### config.mk
export PLATFORM = sky130hd
export DESIGN_NAME = alu_seq
export DESIGN_NICKNAME = d
export VERILOG_FILES = /design/src/rtl/alu_pkg.sv /design/src/rtl/alu_mul_iter.sv /design/src/rtl/alu_seq.sv
export SDC_FILE = /design/constraint.sdc
export NUM_CORES = 1
export LEC_CHECK = 0
export BUFFER_PORTS_ARGS = -buffer_cell sky130_fd_sc_hd__buf_2
export CAP_MARGIN = 25
export CORE_ASPECT_RATIO = 2
export CORE_UTILIZATION = 35
export CTS_CLUSTER_SIZE = 10
export DETAILED_ROUTE_END_ITERATION = 12
export PLACE_DENSITY = 0.59
export SYNTH_ARGS = -nofsm -noshare
export SYNTH_HDL_FRONTEND = slang
export SYNTH_SLANG_ARGS = --single-unit
### constraint.sdc
create_clock -name clk -period 7.5 [get_ports clk]
set_clock_uncertainty 0.1 [all_clocks]
set_input_delay 0.75 -clock clk [delete_from_list [all_inputs] [get_ports clk]]
set_output_delay 0.75 -clock clk [all_outputs]
set_load 0.02 [all_outputs]
### src/rtl/alu_pkg.sv
// Shared opcode map, flag indices and enums for the sequential ALU.
// Low nibble selects the op in register form, high nibble in immediate form.
package alu_pkg;

  localparam logic [3:0] EXT_AND  = 4'h1;
  localparam logic [3:0] EXT_OR   = 4'h2;
  localparam logic [3:0] EXT_XOR  = 4'h3;
  localparam logic [3:0] EXT_ADD  = 4'h5;
  localparam logic [3:0] EXT_ADDU = 4'h6;
  localparam logic [3:0] EXT_ADDC = 4'h7;
  localparam logic [3:0] EXT_SUB  = 4'h9;
  localparam logic [3:0] EXT_SUBC = 4'hA;
  localparam logic [3:0] EXT_CMP  = 4'hB;
  localparam logic [3:0] EXT_MOV  = 4'hD;
  localparam logic [3:0] EXT_MUL  = 4'hE;

  localparam logic [3:0] GRP_REG   = 4'h0;
  localparam logic [3:0] GRP_SHIFT = 4'h8;

  localparam logic [7:0] OPC_LSH   = 8'h84;
  localparam logic [7:0] OPC_ASHU  = 8'h86;
  localparam logic [2:0] SUB_LSHI  = 3'b000;
  localparam logic [2:0] SUB_ASHUI = 3'b001;

  localparam int NFLAG = 5;
  localparam int C_BIT = 0;
  localparam int L_BIT = 1;
  localparam int F_BIT = 2;
  localparam int N_BIT = 3;
  localparam int Z_BIT = 4;

  typedef enum logic [3:0] {
    OP_ADD, OP_ADDU, OP_ADDC, OP_SUB,
    OP_SUBC, OP_CMP, OP_AND, OP_OR,
    OP_XOR, OP_MOV, OP_MUL, OP_LSH,
    OP_ASHU, OP_ILL
  } alu_op_t;

  typedef enum logic {
    S_IDLE,
    S_MUL_BUSY
  } alu_state_t;

  function automatic alu_op_t ext_op(
    input logic [3:0] e
  );
    alu_op_t op;
    case (e)
      EXT_AND:  op = OP_AND;
      EXT_OR:   op = OP_OR;
      EXT_XOR:  op = OP_XOR;
      EXT_ADD:  op = OP_ADD;
      EXT_ADDU: op = OP_ADDU;
      EXT_ADDC: op = OP_ADDC;
      EXT_SUB:  op = OP_SUB;
      EXT_SUBC: op = OP_SUBC;
      EXT_CMP:  op = OP_CMP;
      EXT_MOV:  op = OP_MOV;
      EXT_MUL:  op = OP_MUL;
      default:  op = OP_ILL;
    endcase
    return op;
  endfunction

  function automatic alu_op_t decode_op(
    input logic [7:0] opc,
    input logic       mul_en
  );
    alu_op_t op;
    op = OP_ILL;
    if (opc[7:4] == GRP_REG) begin
      op = ext_op(opc[3:0]);
    end else if (opc[7:4] == GRP_SHIFT) begin
      unique case (1'b1)
        (opc == OPC_LSH) || (opc[3:1] == SUB_LSHI):
          op = OP_LSH;
        (opc == OPC_ASHU) || (opc[3:1] == SUB_ASHUI):
          op = OP_ASHU;
        default:
          op = OP_ILL;
      endcase
    end else begin
      op = ext_op(opc[7:4]);
    end
    if ((op == OP_MUL) && !mul_en) op = OP_ILL;
    return op;
  endfunction

endpackage

### src/rtl/alu_mul_iter.sv
// Shift-add multiplier: one partial product per cycle, WIDTH cycles.
// Holds at the last step while the consumer stalls the output.
module alu_mul_iter #(
  parameter int WIDTH = 16
) (
  input  logic             clk,
  input  logic             rst_n,
  input  logic             start,
  input  logic             hold,
  input  logic [WIDTH-1:0] a,
  input  logic [WIDTH-1:0] b,
  output logic             busy,
  output logic             done,
  output logic [WIDTH-1:0] product
);

  localparam int CW = $clog2(WIDTH);
  localparam logic [CW-1:0] LAST = CW'(WIDTH - 1);

  logic [WIDTH-1:0] mcand_q, mcand_d;
  logic [WIDTH-1:0] mplier_q, mplier_d;
  logic [WIDTH-1:0] acc_q, acc_d;
  logic [CW-1:0]    cnt_q, cnt_d;
  logic             busy_q, busy_d;

  assign busy    = busy_q;
  assign done    = busy_q && (cnt_q == LAST);
  assign product = acc_q + (mplier_q[0] ? mcand_q : '0);

  always_comb begin
    mcand_d  = mcand_q;
    mplier_d = mplier_q;
    acc_d    = acc_q;
    cnt_d    = cnt_q;
    busy_d   = busy_q;
    if (start) begin
      mcand_d  = a;
      mplier_d = b;
      acc_d    = '0;
      cnt_d    = '0;
      busy_d   = 1'b1;
    end else if (busy_q && !(done && hold)) begin
      acc_d    = product;
      mcand_d  = mcand_q << 1;
      mplier_d = mplier_q >> 1;
      cnt_d    = cnt_q + 1'b1;
      if (done) begin
        busy_d = 1'b0;
        cnt_d  = '0;
      end
    end
  end

  always_ff @(posedge clk or negedge rst_n) begin
    if (!rst_n) begin
      mcand_q  <= '0;
      mplier_q <= '0;
      acc_q    <= '0;
      cnt_q    <= '0;
      busy_q   <= 1'b0;
    end else begin
      mcand_q  <= mcand_d;
      mplier_q <= mplier_d;
      acc_q    <= acc_d;
      cnt_q    <= cnt_d;
      busy_q   <= busy_d;
    end
  end

endmodule

### src/rtl/alu_seq.sv
// Registered ALU with valid/ready handshake, carry-chaining flag register
// and an optional iterative multiplier.
module alu_seq
  import alu_pkg::*;
#(
  parameter int WIDTH  = 16,
  parameter bit MUL_EN = 1'b1
) (
  input  logic             clk,
  input  logic             rst_n,
  input  logic             in_valid,
  output logic             in_ready,
  input  logic [7:0]       opcode,
  input  logic [WIDTH-1:0] a,
  input  logic [WIDTH-1:0] b,
  output logic             out_valid,
  input  logic             out_ready,
  output logic [WIDTH-1:0] result,
  output logic [4:0]       flags,
  output logic             busy
);

  localparam int M = WIDTH - 1;
  localparam logic [WIDTH-1:0] W_CNT = WIDTH'(WIDTH);

  alu_state_t       state_q, state_d;
  logic [WIDTH-1:0] result_q, result_d;
  logic [4:0]       flag_q, flag_d;
  logic             out_valid_q, out_valid_d;

  alu_op_t          op;
  logic             accept, stall, mul_start;
  logic             mul_busy, mul_done;
  logic [WIDTH-1:0] product;
  logic [WIDTH-1:0] alu_res;
  logic [4:0]       alu_flg;
  logic [WIDTH:0]   sum;
  logic [WIDTH-1:0] neg_a;
  logic             c_in;

  assign op        = decode_op(opcode, MUL_EN);
  assign stall     = out_valid_q && !out_ready;
  assign in_ready  = (state_q == S_IDLE) && !stall;
  assign accept    = in_valid && in_ready;
  assign out_valid = out_valid_q;
  assign result    = result_q;
  assign flags     = flag_q;
  assign busy      = mul_busy;
  assign c_in      = flag_q[C_BIT];
  assign neg_a     = -a;

  alu_mul_iter #(.WIDTH(WIDTH)) u_mul (
    .clk     (clk),
    .rst_n   (rst_n),
    .start   (mul_start),
    .hold    (stall),
    .a       (a),
    .b       (b),
    .busy    (mul_busy),
    .done    (mul_done),
    .product (product)
  );

  always_comb begin
    alu_res = '0;
    alu_flg = '0;
    sum     = '0;
    case (op)
      OP_ADD, OP_ADDU, OP_ADDC: begin
        sum = {1'b0, b} + {1'b0, a};
        if (op == OP_ADDC) sum = sum + (WIDTH+1)'(c_in);
        alu_res = sum[M:0];
        if (op != OP_ADD) alu_flg[C_BIT] = sum[WIDTH];
        if (op != OP_ADDU)
          alu_flg[F_BIT] = (a[M] == b[M]) && (alu_res[M] != b[M]);
      end
      OP_SUB, OP_SUBC: begin
        sum = {1'b0, b} - {1'b0, a};
        if (op == OP_SUBC) begin
          sum = sum - (WIDTH+1)'(c_in);
          alu_flg[C_BIT] = sum[WIDTH];
        end
        alu_res = sum[M:0];
        alu_flg[F_BIT] = (a[M] != b[M]) && (alu_res[M] != b[M]);
      end
      OP_CMP: begin
        alu_res = (a == b) ? '0 : '1;
        alu_flg[L_BIT] = a > b;
        alu_flg[N_BIT] = $signed(a) > $signed(b);
      end
      OP_AND: alu_res = a & b;
      OP_OR:  alu_res = a | b;
      OP_XOR: alu_res = a ^ b;
      OP_MOV: alu_res = a;
      OP_LSH: begin
        if (!a[M]) alu_res = (a >= W_CNT) ? '0 : b << a;
        else       alu_res = (neg_a >= W_CNT) ? '0 : b >> neg_a;
      end
      OP_ASHU: begin
        if (a >= W_CNT) alu_res = {WIDTH{b[M]}};
        else            alu_res = WIDTH'($signed(b) >>> a);
      end
      default: alu_res = '0;
    endcase
    alu_flg[Z_BIT] = (alu_res == '0);
  end

  always_comb begin
    state_d     = state_q;
    result_d    = result_q;
    flag_d      = flag_q;
    out_valid_d = out_valid_q && !out_ready;
    mul_start   = 1'b0;
    unique case (state_q)
      S_IDLE: begin
        if (accept) begin
          if (op == OP_MUL) begin
            mul_start = 1'b1;
            state_d   = S_MUL_BUSY;
          end else begin
            result_d    = alu_res;
            flag_d      = alu_flg;
            out_valid_d = 1'b1;
          end
        end
      end
      S_MUL_BUSY: begin
        if (mul_done && !stall) begin
          result_d      = product;
          flag_d        = '0;
          flag_d[Z_BIT] = (product == '0);
          out_valid_d   = 1'b1;
          state_d       = S_IDLE;
        end
      end
      default: state_d = S_IDLE;
    endcase
  end

  always_ff @(posedge clk or negedge rst_n) begin
    if (!rst_n) begin
      state_q     <= S_IDLE;
      result_q    <= '0;
      flag_q      <= '0;
      out_valid_q <= 1'b0;
    end else begin
      state_q     <= state_d;
      result_q    <= result_d;
      flag_q      <= flag_d;
      out_valid_q <= out_valid_d;
    end
  end

endmodule

==> reports/results.ini, run 1 <==
[sta]
rsz0062_at_grt=no
hold_viol=0
setup_violations=0
fin_crit_sh_pct=74.7
worst_pin_slew_ps=1060
period_minus_slack_ps=5600
slew-limit-headroom_pct=28.5
maxSlewViolCount=0
setup_tns_ps=0
fmaxAchievable_mhz=179

[floorplan]
fp.dieH_um=260
core_area_mm2=0.0328
rows=94
die-width_um=131
io_pins=68
die_area_mm2=0.0340
start_util_pct=35.5

[run]
drv_cap=0

[routing]
routed_wl_mm=58.6
drtIter0Drc=1348
dr.pass1.iters=6
ant_nets=0
post_drt_wl_per_cell_um=28.9
vias=13200
vias_per_cell=6.53
drc=0

[global_route]
antenna_found_initial=2
grt_max_degree=67
grt_pass1_vias=12700
grt_pass1_wl_mm=85.0
grt_overflow=0
track_usage_pct=35.2

[cts]
clockBufferDepth=2
hold_buffers=0
numClockSinks=76
cts_resized=0
numCtsBuffers=9
cts_root_buf=clkbuf_16
cts_tree=done
path_clk_slew_ps=80
cts_max_level=3
postCtsSetupBuffers=0
clk_latency_ps=370

[synthesis]
ys.flop_type=dfrtp_1
yosysWarnings=0
synth_compound_area_share_pct=28.6
synth_area_leaders=dfrtp_1, ha_1, nand2_1
ys_seq_elements=76
seq_area_frac_synth_pct=16.3
yosys.area_share.xor_xnor_pct=4.43
synth-adder-area-share_pct=10.6
synthArstFlopShare_pct=100
synth_edf_count=0
synthSimpleGateAreaFrac_pct=27.8
synth.most_common_cell=nand2_1
synth.largest_area_cell=dfrtp_1
synth_top_family_by_area=compound AO/OA/AOI/OAI gates
synthTopCellsByCount=nand2_1, nor2_1, a21oi_1
synth_top_area_share_pct=16.3
synth_nets=1715
netlist_area_mm2=0.0116
netlist_instances=1574
synthMuxAreaShare_pct=6.26
synth.distinct_cells=109
syn_area_per_cell_um2=7.39

[critical_path]
critPathArrivalTime_ps=5800
end_kind=flip-flop
startpoint_type=input pin
path_class=in -> reg
path_max_fanout=14
worst_ep_required_time_ps=7700

[status]
status=finished, final reports clean

[power_and_ir_drop]
power_mw=2.68
power.density_mw_per_mm2=212
leakagePower_nw=5.25
peakVddDrop_v=0.000219

[final_layout]
final_area_mm2=0.0126
num-fill-cells=3475
area_growth_pct=8.47
drive_above_1_share_pct=13.0
fin_nets=1727

[place]
placement.io_buffers=67
dp_hpwl_mm=45.2
place_area_mm2=0.0123
gp_congestion=1.07

[min_path]
holdCritPathClass=in -> async

cell usage in the layout, fill, tap and decap left out, drive strengths merged, types with 34 or more instances in the layout:
master / Yosys / routed
nand2: 197 / 197
nor2: 152 / 152
a21oi: 118 / 118
buf: 44 / 96
ha: 94 / 94
o21ai: 80 / 80
dfrtp: 76 / 76
inv: 63 / 68
nand3: 51 / 51
nor3: 50 / 50
a31oi: 47 / 47
xnor2: 43 / 43
mux2i: 39 / 39
a211oi: 37 / 37
and2: 34 / 34
nor4: 34 / 34
flip-flops by register name (all words and copies together) (netlist names):
signal          cells
flags               5
out_valid           1
result             16
state_q             1
u_mul.acc_q        16
u_mul.busy          1
u_mul.cnt_q         4
u_mul.mcand_q      16
u_mul.mplier_q     16
cell type report:
type	count	area, um^2	share of cell area (%)
diodes	3	7.51	0.0595
clock buffers	9	225	1.78
clock inverters	7	65.1	0.515
inverters	66	248	1.96
multi-input cells	1335	9060	71.7
flip-flops and latches	76	1900	15.1
well taps	432	541	4.28
repair buffers	98	581	4.60
routing by layer:
metal	track usage (%)	vias up	routed length (um)
met5	0	-	0
met4	38.2	0	7460
met3	6.93	320	3700
met2	59.3	740	28600
met1	33.7	6327	18800
li1	-	5851	-
final timing paths:
path                       startpoint  cells after the start                 to  slack [ps]
hold reg to reg            result[12]                      2         result[12]         390
min in group clk           result[12]                      2         result[12]         390
max in group asynchronous       rst_n                      2  u_mul.mplier_q[6]        6070
setup reg to reg             flags[0]                     12           flags[4]        3020
hold / removal                  rst_n                      1         result[12]         200
setup / recovery                a[14]                     13           flags[4]        1900
cells by family (layout without fill, tap and decap cells):
family / count (synthesis) / after routing
flip-flops: 76 / 76
XOR/XNOR: 58 / 58
adder cells (fa/ha/maj): 97 / 97
multiplexers: 63 / 63
buffers and inverters: 163 / 180
AND/OR/NAND/NOR: 637 / 637
other: 0 / 3
AO/OA/AOI/OAI: 480 / 480
worst max-delay path, stage by stage:
cell      delay (ps)
buf_2            200
nor4_2           490
nand4_1          780
nor3_1           410
a211o_1          210
a21oi_1          140
o21ai_0          870
o211ai_1         200
nor4_1           640
nand4_1          200
nor4_1           510
and4bb_1         290
a211o_1           90
metrics by stage:
| stage | cells | hold WS [ps] | setup slack (ps) | utilization [%] |
|---|---|---|---|---|
| finish | 2026 | 202 | 1900 | 38.5 |
| global route | 2023 | 229 | 1650 | 38.5 |
| CTS | 2020 | 212 | 2220 | 38.4 |
| detailed placement | 2004 | 377 | 1840 | 37.5 |
| global placement | 2003 | 373 | 1870 | 37.4 |
| floorplan | 1574 | 354 | 2460 | - |
report_power, final:
group | internal, mW | switching (mW)
clock | 0.233 | 0.209
combinational | 0.510 | 1.03
sequential | 0.565 | 0.134
Power figures use the tool's default switching activity.
==> inputs of run 2 (changes only) <==
--- a/config.mk
+++ b/config.mk
@@ -5,6 +5,7 @@
 export SDC_FILE = /design/constraint.sdc
 export NUM_CORES = 1
 export LEC_CHECK = 0
+export ABC_AREA = 1
 export BUFFER_PORTS_ARGS = -buffer_cell sky130_fd_sc_hd__buf_2
 export CAP_MARGIN = 25
 export CORE_ASPECT_RATIO = 2
==> constraint.sdc (replaced) <==
create_clock -name clk -period 5.6 [get_ports clk]
set_clock_uncertainty 0.1 [all_clocks]
set_input_delay 0.56 -clock clk [delete_from_list [all_inputs] [get_ports clk]]
set_output_delay 0.56 -clock clk [all_outputs]
set_load 0.02 [all_outputs]
==> reports/results.ini, run 2 <==
[synthesis]
synth.distinct_cells=56
synthSimpleGateAreaFrac_pct=41.7
synth.most_common_cell=nand2_1
syn_area_per_cell_um2=5.93
synth.largest_area_cell=nand2_1
synthTopCellsByCount=nand2_1, nand3_1, inv_1
synth_top_family_by_area=simple AND/OR/NAND/NOR gates
synthArstFlopShare_pct=100
ys.flop_type=dfrtp_1
synth_area_leaders=nand2_1, dfrtp_1, ha_1
synth_edf_count=0
synth_top_area_share_pct=19.6
synthMuxAreaShare_pct=0
netlist_instances=1951
synth-adder-area-share_pct=10.7
netlist_area_mm2=0.0116
synth_nets=2092
seq_area_frac_synth_pct=16.4
synth_compound_area_share_pct=18.4
yosysWarnings=0
yosys.area_share.xor_xnor_pct=2.50
ys_seq_elements=76

[run]
drv_cap=0

[cts]
cts_tree=done
numClockSinks=76
clk_latency_ps=360
numCtsBuffers=9
path_clk_slew_ps=60
cts_root_buf=clkbuf_16
clockBufferDepth=2
cts_max_level=3

[final_layout]
final_common_cell=nand2_1
area_growth_pct=9.82
multi_input_area_mm2=0.00848
most-common-layout-cells=nand2_1, nand3_1, inv_1
num-fill-cells=3721
drive_above_1_share_pct=10.2
ff_latch_area_mm2=0.00190
fin_nets=2137
fin_cells=2430

[power_and_ir_drop]
p_int_mw=1.71
power.density_mw_per_mm2=283
leakagePower_nw=6.51
p_clk_share_pct=17.5
peakVddDrop_v=0.000293
swShare_pct=52.4
p_sw_mw=1.88
combPwrFrac_pct=56.3
p_seq_share_pct=26.2

[sta]
setup_violations=0
slew-limit-headroom_pct=31.3
fin_crit_sh_pct=79.4
hold_viol=0
setup_tns_ps=0
period_minus_slack_ps=4450
maxSlewViolCount=0
worst_pin_slew_ps=1020
rsz0062_at_grt=no
fmaxAchievable_mhz=225

[routing]
vias=14000
post_drt_wl_per_cell_um=25.2
dr.pass1.iters=7
routed_wl_mm=61.3
ant_nets=0
drtIter0Drc=1049
vias_per_cell=5.78
drc=0

[floorplan]
rows=93
start_util_pct=35.7
fp.dieH_um=259
die-width_um=131
io_pins=68
core_area_mm2=0.0323
die_area_mm2=0.0338

[place]
placement.io_buffers=67
dp_hpwl_mm=50.0
dp_cells=2410
gp_congestion=1.20

[global_route]
grt_max_degree=77
track_usage_pct=36.7
antenna_found_initial=2
grt_pass1_vias=14000
grt_overflow=0
grt_pass1_wl_mm=88.2

[critical_path]
critPathMaxStageDelay_ps=570
path_cells=buf_2 -> inv_1 -> ha_1 -> inv_1 -> a21oi_1 -> o21ai_0 -> nand2_1 -> nand3_1 -> xor2_1 -> nand2_1 -> nor2_1 -> nand4_1 -> nand2_1 -> nand2_1 -> nand3_1 -> nand3_1 -> nor2_1 -> nand3_1 -> nor2_1 -> nand2_1 -> a21oi_2
startpoint_type=input pin
cp_slowest_cell=ha_1
path_max_fanout=8
worst_path_most_repeated_cell=nand2_1
worst_ep_required_time_ps=5790
end_kind=flip-flop
path_class=in -> reg
critPathArrivalTime_ps=4640

[min_path]
holdCritPathClass=reg -> reg

[status]
status=finished, final reports clean

## run 2: changes by cell type after synthesis, sizes merged, moves of 31 or more
cell / change
inv: +147
a31oi: -46
xnor2: -38
and2: -32
o21ai: +80
nor3: -31
nand2: +425
a211oi: -35
nor2: +34
nor4: -32
nand3: +173
mux2i: -39
## run 2: power by group through the flow
stage               clock, mW  sequential (mW)  combinational [mW]
floorplan                   0            0.947                1.25
global placement            0            0.940                1.97
detailed placement          0            0.947                1.97
CTS                     0.639            0.941                1.98
global route            0.658            0.970                2.20
finish                  0.628            0.940                2.02
## run 2: what timing repair did
| action | 4_1_cts | 5_1_grt |
|---|---|---|
| setup buffers | 0 | 0 |
| resized for setup | 0 | 0 |
| hold endpoints to repair | 0 | 4 |
| hold buffers | 0 | 1 |
## run 2: logic make-up after synthesis
logic type / Yosys count
XOR/XNOR: 33
AND/OR/NAND/NOR: 1087
buffers and inverters: 285
flip-flops: 76
AO/OA/AOI/OAI: 373
adder cells (fa/ha/maj): 97
## run 2: routing by layer
metal | track usage [%] | vias up | routed length (um)
met3 | 5.44 | 303 | 3510
met5 | 0 | - | 0
met1 | 34.0 | 6524 | 19400
met4 | 39.8 | 0 | 7840
met2 | 64.3 | 682 | 30500
li1 | - | 6526 | -
## run 2: path summary, 6_finish.rpt
path	start	to	slack (ps)	cells past startpoint
worst max register to register	u_mul.mplier_q[0]	flags[4]	1890	17
worst min-delay path	flags[2]	flags[2]	370	2
worst min register to register	flags[2]	flags[2]	370	2
worst max-delay path	a[7]	flags[4]	1150	21
max in group asynchronous	rst_n	result[12]	4350	3
min in group asynchronous	rst_n	u_mul.cnt_q[2]	450	2
## run 2: critical path: cells and delay by family
family                   cells  cell delay, ps
AND/OR/NAND/NOR             13            1570
AO/OA/AOI/OAI                3             720
buffers and inverters        3             700
adder cells (fa/ha/maj)      1             570
XOR/XNOR                     1             510
## run 2: layout make-up
cell class              instances  area share, %
diodes                          2         0.0394
clock buffers                   9           1.77
clock inverters                 7          0.709
inverters                     214           6.42
multi-input cells            1590           66.8
flip-flops and latches         76           15.0
well taps                     427           4.21
repair buffers                105           5.08
## run 2: per-stage QoR
step	hold WS [ps]	total power, mW	util [%]	instance area, um^2	setup slack [ps]
after floorplan	164	2.20	-	11600	1890
after global placement	363	2.91	38.2	12300	697
after detailed placement	363	2.92	38.2	12300	815
after CTS	300	3.56	39.1	12700	1170
after global routing	412	3.83	39.3	12700	949
final	373	3.59	39.3	12700	1150
==> inputs of run 3 (changes only) <==
--- a/config.mk
+++ b/config.mk
@@ -12,7 +12,7 @@
 export CORE_UTILIZATION = 35
 export CTS_CLUSTER_SIZE = 10
 export DETAILED_ROUTE_END_ITERATION = 12
-export PLACE_DENSITY = 0.59
+export PLACE_DENSITY = 0.61
 export SYNTH_ARGS = -nofsm -noshare
 export SYNTH_HDL_FRONTEND = slang
 export SYNTH_SLANG_ARGS = --single-unit
==> constraint.sdc (replaced) <==
create_clock -name clk -period 3.8 [get_ports clk]
set_clock_uncertainty 0.1 [all_clocks]
set_input_delay 0.38 -clock clk [delete_from_list [all_inputs] [get_ports clk]]
set_output_delay 0.38 -clock clk [all_outputs]
set_load 0.02 [all_outputs]
==> reports/results.ini, run 3 (synthesized netlist as in run 2, its figures left out) <==
[status]
status=finished, final reports clean

[routing]
drtIter0Drc=1038
drc=0
ant_nets=0
vias=15100
dr.pass1.iters=5
post_drt_wl_per_cell_um=23.8
routed_wl_mm=64.6
vias_per_cell=5.57

[power_and_ir_drop]
power.density_mw_per_mm2=392
peakVddDrop_v=0.000427
leakagePower_nw=7.90

[cts]
numClockSinks=76
clockBufferDepth=2
postCtsSetupBuffers=0
path_clk_slew_ps=70
cts_max_level=3
cts_root_buf=clkbuf_16
numCtsBuffers=9
cts_tree=done
clk_latency_ps=370

[critical_path]
reg2reg_depth=18
critPathBufInv=4
worst_ep_required_time_ps=3990
end_kind=flip-flop
path_max_fanout=5
cp.depth=21
path_cells=buf_2 -> inv_1 -> ha_1 -> inv_2 -> nand2_1 -> nor2_1 -> nand2_1 -> nor3_1 -> nor2_1 -> nand2_1 -> buf_4 -> o21ai_1 -> nor2_1 -> nand2_1 -> nor2_1 -> nand4_1 -> nor3_2 -> nand3_1 -> nor2_1 -> nand2_1 -> a21oi_2
critPathMaxStageDelay_ps=510
path_class=in -> reg
startpoint_type=input pin
critPathArrivalTime_ps=3870
crit_family=simple AND/OR/NAND/NOR gates
cp_slowest_cell=nor2_1

[place]
place_ws_ps=-181
dp_cells=2690
dp_hpwl_mm=53.9
placement.io_buffers=67
gp_congestion=1.13

[global_route]
antenna_found_initial=2
grt_overflow=0
grt_max_degree=77
grt_pass1_vias=15300
track_usage_pct=39.1
grt_pass1_wl_mm=93.8

[final_layout]
n_antenna_cell=0
final_util_pct=46.1
fin_cells=2708
final_common_cell=nand2_1
drive_above_1_share_pct=21.5
most-common-layout-cells=nand2_1, buf_4, nand3_1
fin_nets=2417
area_growth_pct=29.0

[floorplan]
core_area_mm2=0.0323
die_area_mm2=0.0338
start_util_pct=35.7
fp.dieH_um=259
die-width_um=131
io_pins=68
rows=93

[sta]
fmaxAchievable_mhz=272
fin_crit_sh_pct=96.8
maxSlewViolCount=0
rsz0062_at_grt=no
setup_tns_ps=0
hold_viol=0
period_minus_slack_ps=3680
setup_violations=0
slew-limit-headroom_pct=25.9
setup_ws_ps=121
worst_pin_slew_ps=1110

[min_path]
min_path_cells=4
holdCritPathClass=in -> reg

[run]
drv_cap=0

## run 3: what timing repair did
action | in CTS | in global routing
hold buffers | 0 | 1
endpoints found under the setup margin | 0 | 3
resized for setup | 0 | 6
hold endpoints to repair | 0 | 10
## run 3: worst reg2reg max path: stages, from the launching register on
cell,delay (ps)
dfrtp_1,420
buf_4,210
nand2_1,80
inv_1,70
fa_1,470
nand3_1,120
nand2_1,100
nand2_1,100
nand2_1,60
a21oi_1,220
o21ai_0,190
a21o_1,200
a21oi_1,160
xor2_1,200
buf_4,170
nand4_1,130
nor2_1,210
a21oi_1,110
a21oi_2,130
## run 3: routing by layer
layer  GRT usage, %  part of all wire, %  vias to the layer above  wire, um
li1               -                    -                     7114         -
met4           41.7                   13                        4      8250
met5              0                0.039                        -        25
met3           7.65                  5.7                      331      3700
met2           68.7                   50                      628     32200
met1           35.2                   32                     7015     20400
## run 3: final timing paths
| kind | slack [ps] | end | startpoint |
|---|---|---|---|
| setup reg to reg | 300 | flags[4] | u_mul.mplier_q[0] |
| hold / removal | 280 | out_valid | out_ready |
| setup / recovery | 120 | flags[4] | a[9] |
| min in group asynchronous | 300 | u_mul.mplier_q[11] | rst_n |
| max in group asynchronous | 2700 | flags[2] | rst_n |
| hold reg to reg | 380 | result[4] | result[4] |
## run 3: power by group
part / internal, mW / switching (mW) / leakage (nW)
sequential: 1.12 / 0.207 / 1.00
combinational: 1.27 / 2.34 / 6.74
clock: 0.470 / 0.432 / 0.150
total: 2.87 / 2.98 / 7.90
## run 3: cell type report
cell class                 instances  area [um^2]
clock buffer                       9          225
clock inverter                     7         76.3
fill                            3558        17400
inverter                         214          816
multi-input combinational       1590         8500
sequential                        76         1900
tap                              427          534
timing repair buffer             385         2860
## run 3: stage by stage
| stage | cell area (um^2) | hold slack [ps] | power, mW |
|---|---|---|---|
| finish | 14900 | 284 | 5.85 |
| global route | 14900 | 323 | 6.22 |
| CTS | 14900 | 114 | 5.78 |
| detailed placement | 14600 | 365 | 4.86 |
| global placement | 14600 | 362 | 4.83 |
| floorplan | 11600 | -15.6 | 3.24 |
